`src/rtl/alu_multicycle.sv`:
```
// Clocked ALU with a valid/ready handshake. Single-cycle ops finish in one step.
// Shifts and multiply iterate one bit per cycle through a shared IDLE/EXEC/DONE FSM.
module alu_multicycle #(
    parameter int WIDTH = 8,
    localparam int SHW = $clog2(WIDTH)
) (
    input  logic             clk,
    input  logic             reset,
    input  logic             in_valid,
    output logic             in_ready,
    input  logic [2:0]       control,
    input  logic [WIDTH-1:0] regInSAR,
    input  logic [WIDTH-1:0] regIn,
    output logic [WIDTH-1:0] regOut,
    output logic             branch,
    output logic             zero,
    output logic             carry,
    output logic             out_valid
);

    localparam int CW = SHW + 1;

    typedef enum logic [1:0] {IDLE, EXEC, DONE} state_t;
    typedef enum logic [2:0] {
        OP_ADD, OP_NAND, OP_BZ, OP_SLT, OP_SUB, OP_SHL, OP_SHR, OP_MUL
    } op_t;

    state_t             r_state, w_next;
    op_t                r_op;
    op_t                w_op;
    logic [WIDTH-1:0]   r_a, r_sh;
    logic [2*WIDTH-1:0] r_acc;
    logic [CW-1:0]      r_cnt;
    logic [WIDTH-1:0]   r_res;
    logic               r_branch, r_zero, r_carry;

    logic [SHW-1:0]     w_shamt;
    logic [WIDTH:0]     w_sum, w_diff, w_mul_sum;
    logic [2*WIDTH-1:0] w_acc_next;
    logic [WIDTH-1:0]   w_res, w_exec_res;
    logic               w_carry, w_branch, w_exec_carry, w_multi, w_last;

    assign w_op      = op_t'(control);
    assign w_shamt   = regIn[SHW-1:0];
    assign w_sum     = {1'b0, regInSAR} + {1'b0, regIn};
    assign w_diff    = {1'b0, regInSAR} - {1'b0, regIn};
    assign w_multi   = (w_op == OP_MUL) ||
                       ((w_op == OP_SHL || w_op == OP_SHR) && (w_shamt != '0));
    assign w_last    = (r_cnt == CW'(1));

    // Shift-add step: upper half accumulates, lower half holds the multiplier.
    assign w_mul_sum  = {1'b0, r_acc[2*WIDTH-1:WIDTH]} + (r_acc[0] ? {1'b0, r_a} : '0);
    assign w_acc_next = {w_mul_sum, r_acc[WIDTH-1:1]};

    // Result of an op that completes on the accept edge.
    always_comb begin
        // NOTE: every output of a combinational block gets a default first so no latch is inferred.
        w_res    = regInSAR;
        w_carry  = 1'b0;
        w_branch = 1'b0;
        unique case (w_op)
            OP_ADD:  {w_carry, w_res} = w_sum;
            OP_NAND: w_res = ~(regInSAR & regIn);
            OP_BZ:   w_branch = (regInSAR == '0);
            OP_SLT:  w_res = WIDTH'(w_diff[WIDTH]);
            OP_SUB:  {w_carry, w_res} = w_diff;
            default: w_res = regInSAR;
        endcase
    end

    // Result on the last EXEC step, taken from the step being applied.
    always_comb begin
        w_exec_res   = w_acc_next[WIDTH-1:0];
        w_exec_carry = |w_acc_next[2*WIDTH-1:WIDTH];
        if (r_op == OP_SHL) begin
            w_exec_res   = {r_sh[WIDTH-2:0], 1'b0};
            w_exec_carry = r_sh[WIDTH-1];
        end else if (r_op == OP_SHR) begin
            w_exec_res   = {1'b0, r_sh[WIDTH-1:1]};
            w_exec_carry = r_sh[0];
        end
    end

    always_comb begin
        w_next = r_state;
        unique case (r_state)
            IDLE:    if (in_valid) w_next = w_multi ? EXEC : DONE;
            EXEC:    if (w_last) w_next = DONE;
            DONE:    w_next = IDLE;
            default: w_next = IDLE;
        endcase
    end

    always_ff @(posedge clk) begin
        // NOTE: sequential state uses non-blocking assignments so every register samples pre-edge values.
        if (reset) r_state <= IDLE;
        else       r_state <= w_next;
    end

    always_ff @(posedge clk) begin
        if (reset) begin
            r_op     <= OP_ADD;
            r_a      <= '0;
            r_sh     <= '0;
            r_acc    <= '0;
            r_cnt    <= '0;
            r_res    <= '0;
            r_branch <= 1'b0;
            r_zero   <= 1'b0;
            r_carry  <= 1'b0;
        end else begin
            unique case (r_state)
                IDLE: if (in_valid) begin
                    r_op  <= w_op;
                    r_a   <= regInSAR;
                    r_sh  <= regInSAR;
                    r_acc <= {{WIDTH{1'b0}}, regIn};
                    r_cnt <= (w_op == OP_MUL) ? CW'(WIDTH) : CW'(w_shamt);
                    if (!w_multi) begin
                        r_res    <= w_res;
                        r_branch <= w_branch;
                        r_zero   <= (w_res == '0);
                        r_carry  <= w_carry;
                    end
                end
                EXEC: begin
                    r_cnt <= r_cnt - CW'(1);
                    r_sh  <= (r_op == OP_SHL) ? {r_sh[WIDTH-2:0], 1'b0} : {1'b0, r_sh[WIDTH-1:1]};
                    r_acc <= w_acc_next;
                    if (w_last) begin
                        r_res    <= w_exec_res;
                        r_branch <= 1'b0;
                        r_zero   <= (w_exec_res == '0);
                        r_carry  <= w_exec_carry;
                    end
                end
                default: ;
            endcase
        end
    end

    assign in_ready  = (r_state == IDLE);
    assign out_valid = (r_state == DONE);
    assign regOut    = r_res;
    assign branch    = r_branch;
    assign zero      = r_zero;
    assign carry     = r_carry;

endmodule

```
`config.mk`:
```
export PLATFORM = sky130hd
export DESIGN_NAME = alu_multicycle
export DESIGN_NICKNAME = d
export VERILOG_FILES = /design/src/rtl/alu_multicycle.sv
export SDC_FILE = /design/constraint.sdc
export NUM_CORES = 1
export LEC_CHECK = 0
export BUFFER_PORTS_ARGS = -buffer_cell sky130_fd_sc_hd__buf_2
export CAP_MARGIN = 10
export CORE_MARGIN = 4
export CORE_UTILIZATION = 65
export DETAILED_ROUTE_END_ITERATION = 8
export PLACE_DENSITY_LB_ADDON = 0.1
export SLEW_MARGIN = 30
export SYNTH_ARGS = -nofsm -noshare
export SYNTH_HDL_FRONTEND = slang
export SYNTH_SLANG_ARGS = --single-unit
```
`constraint.sdc`:
```
create_clock -name clk -period 3.55 [get_ports clk]
set_input_delay 0 -clock clk [delete_from_list [all_inputs] [get_ports clk]]
set_output_delay 0 -clock clk [all_outputs]
set_load 0.02 [all_outputs]
```
Word level (Yosys, flattened, before mapping)
Cells that the tools add are included.

storage, ports and cells
  bits in registers = 52
  ROM bits = 0
  memory bits (writable) = 0
  latch bits = 0
  memories kept = 0
  output and inout port bits = 13

cells by class
  shift-type cells = 0
  div/mod/pow operators = 0
  $add $sub $neg = 4
  equality and inequality tests = 15
  order comparisons = 0
  multipliers = 0
  bitwise gates (word level) = 2
  muxes and demuxes = 36
  reduce and logical (&&, ||, !) cells = 15

operators with widths
  kind                                                                    count
  8-bit 2-to-1 mux                                                        8
  16-bit case mux with 2 select lines                                     1
  8-bit case mux with 2 select lines                                      2
  8-bit case mux with 4 select lines                                      1
  8-bit logical NOT                                                       3
  8-bit by 8-bit adder with 9-bit output                                  2
  3-bit equality test (second input constant)                             6
  16-bit 2-to-1 mux                                                       1
  1-bit 2-to-1 mux                                                        12
  8-bit by 8-bit subtractor with 9-bit output                             1
  8-bit bitwise AND                                                       1
  4-bit 2-to-1 mux                                                        2
  8-bit NOT                                                               1
  1-bit case mux with 2 select lines                                      4
  4-bit case mux with 2 select lines                                      1
  8-bit OR reduction                                                      1
  3-bit by 2-bit equality test with 1-bit output (second input constant)  2
  2-bit 2-to-1 mux                                                        3
  2-bit != test (second input constant)                                   3
  2-bit AND reduction                                                     3
  4-bit by 1-bit equality test with 1-bit output (second input constant)  1
  2-bit case mux with 2 select lines                                      1
  4-bit AND reduction                                                     1
  4-bit by 1-bit subtractor with 4-bit output (second input constant)     1
  other kinds (9)                                                         10

Logic depth before layout (Yosys ltp)
  word-level depth = 7
  depth in mapped cells = 11
  depth with buffers taken out = 11

Worst setup path after synthesis
Ideal clock, no wire load.

  kind = register -> register
  from = reg r_acc[0]
  to = reg r_carry (netlist: carry)
  clock period less this slack = 2,347 ps
  path buffers = 0
  library setup time = 129 ps
  arrival time = 2,218 ps
  cell stages (with the launch flop) = 11
  setup slack = 1,203 ps
  data required time = 3,421 ps
  path through = dfxtp_1 and2_1 ha_1 fa_1 a21o_1 a21oi_1 nor2_1 a211oi_1 nor3_1 o41ai_1 a31oi_1

on the way
  cells in the longest elaborated chain, start to end = 7

ends and longest elaborated chain
  item                                    line  source
  start: declaration                      32    logic [2*WIDTH-1:0] r_acc;
  start signal: assignment                117   r_acc <= {{WIDTH{1'b0}}, regIn};
  start signal: assignment                129   r_acc <= w_acc_next;
  8-bit 2-to-1 mux                        52    assign w_mul_sum = {1'b0, r_acc[2*WIDTH-1:WIDTH]} + (r_acc[0] ? {1'b0, r_a} : '0);
  8-bit by 8-bit adder with 9-bit output  52
  8-bit OR reduction                      74    w_exec_carry = |w_acc_next[2*WIDTH-1:WIDTH];
  1-bit 2-to-1 mux                        78    end else if (r_op == OP_SHR) begin
  1-bit 2-to-1 mux                        75    if (r_op == OP_SHL) begin
  1-bit 2-to-1 mux                        130   if (w_last) begin
  1-bit case mux with 2 select lines      112   unique case (r_state)
  end signal: assignment                  123   r_carry <= w_carry;
  end signal: assignment                  134   r_carry <= w_exec_carry;
  end: declaration                        35    logic r_branch, r_zero, r_carry;

No other way between the ends. The select of a mux whose other input is x is not followed.
A chain may end at the register's enable or synchronous reset.

Worst setup path after layout
  from = in regInSAR[0]
  to = reg r_carry (netlist: carry)

on the way
  cells in the longest elaborated chain, start to end = 5
  elaborated cells on any way between the ends = 6
  those cells by class = add/sub: 2; mux: 4

ends and longest elaborated chain
  item                                                                                                   line    source
  start: declaration                                                                                     12      input logic [WIDTH-1:0] regInSAR,
  8-bit by 8-bit subtractor with 9-bit output or 8-bit by 8-bit adder with 9-bit output (tied branches)  46, 45
  1-bit case mux with 2 select lines (*)                                                                 61      unique case (w_op)
  1-bit 2-to-1 mux (*)                                                                                   119     if (!w_multi) begin
  1-bit 2-to-1 mux (*)                                                                                   113     IDLE: if (in_valid) begin
  1-bit case mux with 2 select lines (*)                                                                 112

Mark *: on every way between the ends. The rest lies on a longest branch, timed or not. The select of a mux whose other input is x is not followed.

==> flow_summary.yaml <==
clock_tree:
  clk_latency_ns: 0.31
  post_cts_buffers: 0
  numCtsBuffers: 5
  path_clk_slew_ns: 0.10
  ctsRootBufferMaster: "clkbuf_8"
  clockBufferDepth: 2
  clock-sinks: 52
  htreeDepth: 2
  cts_tree: "built"
place:
  dp.cells: 593
  dpl_worst_slack_ns: 1.01
  place_congestion: 0.966
  port_buffers: 34
  hpwlAfterDp_mm: 7.98
final_layout:
  drive_gt1_share_pct: 12.7
  n_antenna_cell: 0
  fill_cells: 463
  area_growth_pct: 8.35
  finalNonFillerCells: 607
  fin_nets: 585
yosys:
  synth_top_area_cell: "dfxtp_1"
  syn_avg_cell_area_um2: 7.52
  synth_common_cells: "nand2_1 (78), dfxtp_1 (52), a21oi_1 (50)"
  ys_warn_count: 0
  synth.distinct_cells: 71
  yosysMostFrequentCell: "nand2_1"
  synthesis.nets: 567
  syn-cell-area_um2: 3880
  async_reset_ff_share_pct: 0
  synth_ff_type: "dfxtp_1"
  ys_seq_area_share_pct: 26.8
  synth_cells: 516
  synth_top_area_share_pct: 26.8
  synth_edf_count: 0
  synth.area.top_cells: "dfxtp_1 (27%), ha_1 (8.4%), nand2_1 (7.5%), a21oi_1 (6.4%), nor2_1 (4.2%)"
  ys_ff_latch: 52
timing:
  maxSlewHeadroom_pct: 37.3
  hold_slack_ns: 0.0138
  hold_viol_final: 0
  skew_ns: 0.0119
  fmax_mhz: 382
  tightest_slew_ns: 0.941
  fin_crit_sh_pct: 73.7
  rsz0062_at_grt: "false"
  report.final.slew_viol_count: 0
  finalSetupTns_ns: 0
  finalSetupViolations: 0
  period_minus_slack_ns: 2.62
  layout_setup_ws_ns: 0.933
worst_setup_path:
  cp.required_ns: 3.74
  crit_path_start_kind: "primary input"
  cp.arrival_ns: 2.80
  critical_path_class: "in -> reg"
  end_kind: "flip-flop"
  critPathMaxFanout: 5
grt:
  antenna_found_initial: 0
  grt_max_degree: 50
  track_usage_pct: 31.2
  grt_pass1_wl_mm: 18.5
  overflow: 0
  grt_pass1_vias: 3707
routing:
  first_pass_iters: 6
  drt-total-wl_mm: 11.2
  dr.first_iter.drc_count: 418
  drc_errors: 0
  viasPerCell: 6.65
  num_vias: 4038
  wl_per_cell_um: 18.5
  ant_nets: 0
floorplanning:
  core.rowCount: 27
  initial_utilization_pct: 68.8
  die_h_um: 85.3
  ioPinCount: 35
  dieArea_um2: 7270
  core_area_um2: 5640
  fp.dieW_um: 85.3
outcome:
  status: "complete, no violations"
power:
  peakVddDrop_mv: 0.235
  power.density_nw_per_um2: 361
  p_leak_nw: 1.74
worst_hold_path:
  hold_class: "in -> reg"
flow_run:
  max_cap_violations: 0
-- layout make-up --
class                           instances  area, um2  area share (%)
Multi-Input combinational cell        408       2620            62.2
Clock inverter                          2       38.8           0.922
Tap cell                               72       90.1            2.14
Sequential cell                        52       1040            24.7
Timing Repair Buffer                   44        260            6.19
Inverter                               23       86.3            2.05
Clock buffer                            6       72.6            1.73
-- worst paths after layout --
| kind | from | end | slack (ns) | cells after the start |
|---|---|---|---|---|
| worst max register to register | r_acc[0] | carry | 0.96 | 10 |
| worst min register to register | regOut[5] | regOut[5] | 0.47 | 2 |
| worst min-delay path | regInSAR[2] | r_a[2] | 0.01 | 3 |
| worst max-delay path | regInSAR[0] | carry | 0.93 | 11 |
-- cells by family after synthesis --
| group | count (synthesis) | share of synthesized area, % |
|---|---|---|
| AOI/OAI and AO/OA | 158 | 27.4 |
| xor gates and xnor gates | 8 | 1.80 |
| adders and majority gates | 29 | 9.93 |
| buffers and inverters | 56 | 5.83 |
| DFF | 52 | 26.8 |
| muxes | 11 | 3.06 |
| and+or+nand+nor | 202 | 25.1 |
-- metrics by stage --
stage          util [%]  cell area, um2  power [W]
6_report           74.6            4210    0.00152
5_1_grt            74.6            4210    0.00159
4_1_cts            74.6            4210    0.00150
3_5_place_dp       71.5            4040    0.00109
3_3_place_gp       71.5            4040    0.00108
2_1_floorplan         -            3880   0.000969
-- registers in the layout, indices dropped and copies added (netlist names), 2 cells and up --
signal / cells
r_cnt: 4
r_sh: 8
r_state: 2
r_a: 8
regOut: 8
r_op: 3
r_acc: 16
-- layer usage --
layer	global-route usage [%]	wire length, um	share of wire [%]
met5	0	0	0
met4	6.19	153	1.4
met3	4.27	910	8.1
met2	50.8	5190	46
met1	44.1	4950	44
-- where the power goes --
part / leakage (nW) / internal (W) / switching (W)
Combinational: 1.26 / 0.000156 / 0.000270
Sequential: 0.427 / 0.000626 / 0.0000419
Clock: 0.0558 / 0.000214 / 0.000211
Total: 1.74 / 0.000995 / 0.000523
-- cells in the final DEF (no fill, tap or decap), types with 5 or more instances in the layout --
cell and count:
nand2_1 78, dfxtp_1 52, a21oi_1 50, nor2_1 43, buf_2 34, ha_1 26
inv_1 22, o21ai_0 22, nor3_1 12, and2_1 11, nand3_1 10, o22ai_1 9
a311oi_1 9, a22oi_1 8, nand2b_1 7, mux2_2 7, nor2b_1 6, a31oi_1 6
o221ai_1 6, dlygate4sd3_1 6, or3_1 5, a211oi_1 5, xnor2_1 5, clkbuf_8 5
-- repair_timing --
item | 4_1_cts | 5_1_grt
setup endpoints to repair | 0 | 0
endpoints found under the hold margin | 6 | 0
gates resized for setup | 0 | 0
hold buffers | 6 | 0
-- worst max-delay path: stages --
cell and delay [ns]:
dlygate4sd3_1 0.53, buf_2 0.17, ha_1 0.25, fa_1 0.39, nor2b_1 0.17, o311ai_1 0.43, a21oi_1 0.13, nor2_1 0.12
nor2_1 0.07, o31ai_1 0.39, a31oi_1 0.14
Note: power is estimated with default switching activity, not from simulation.
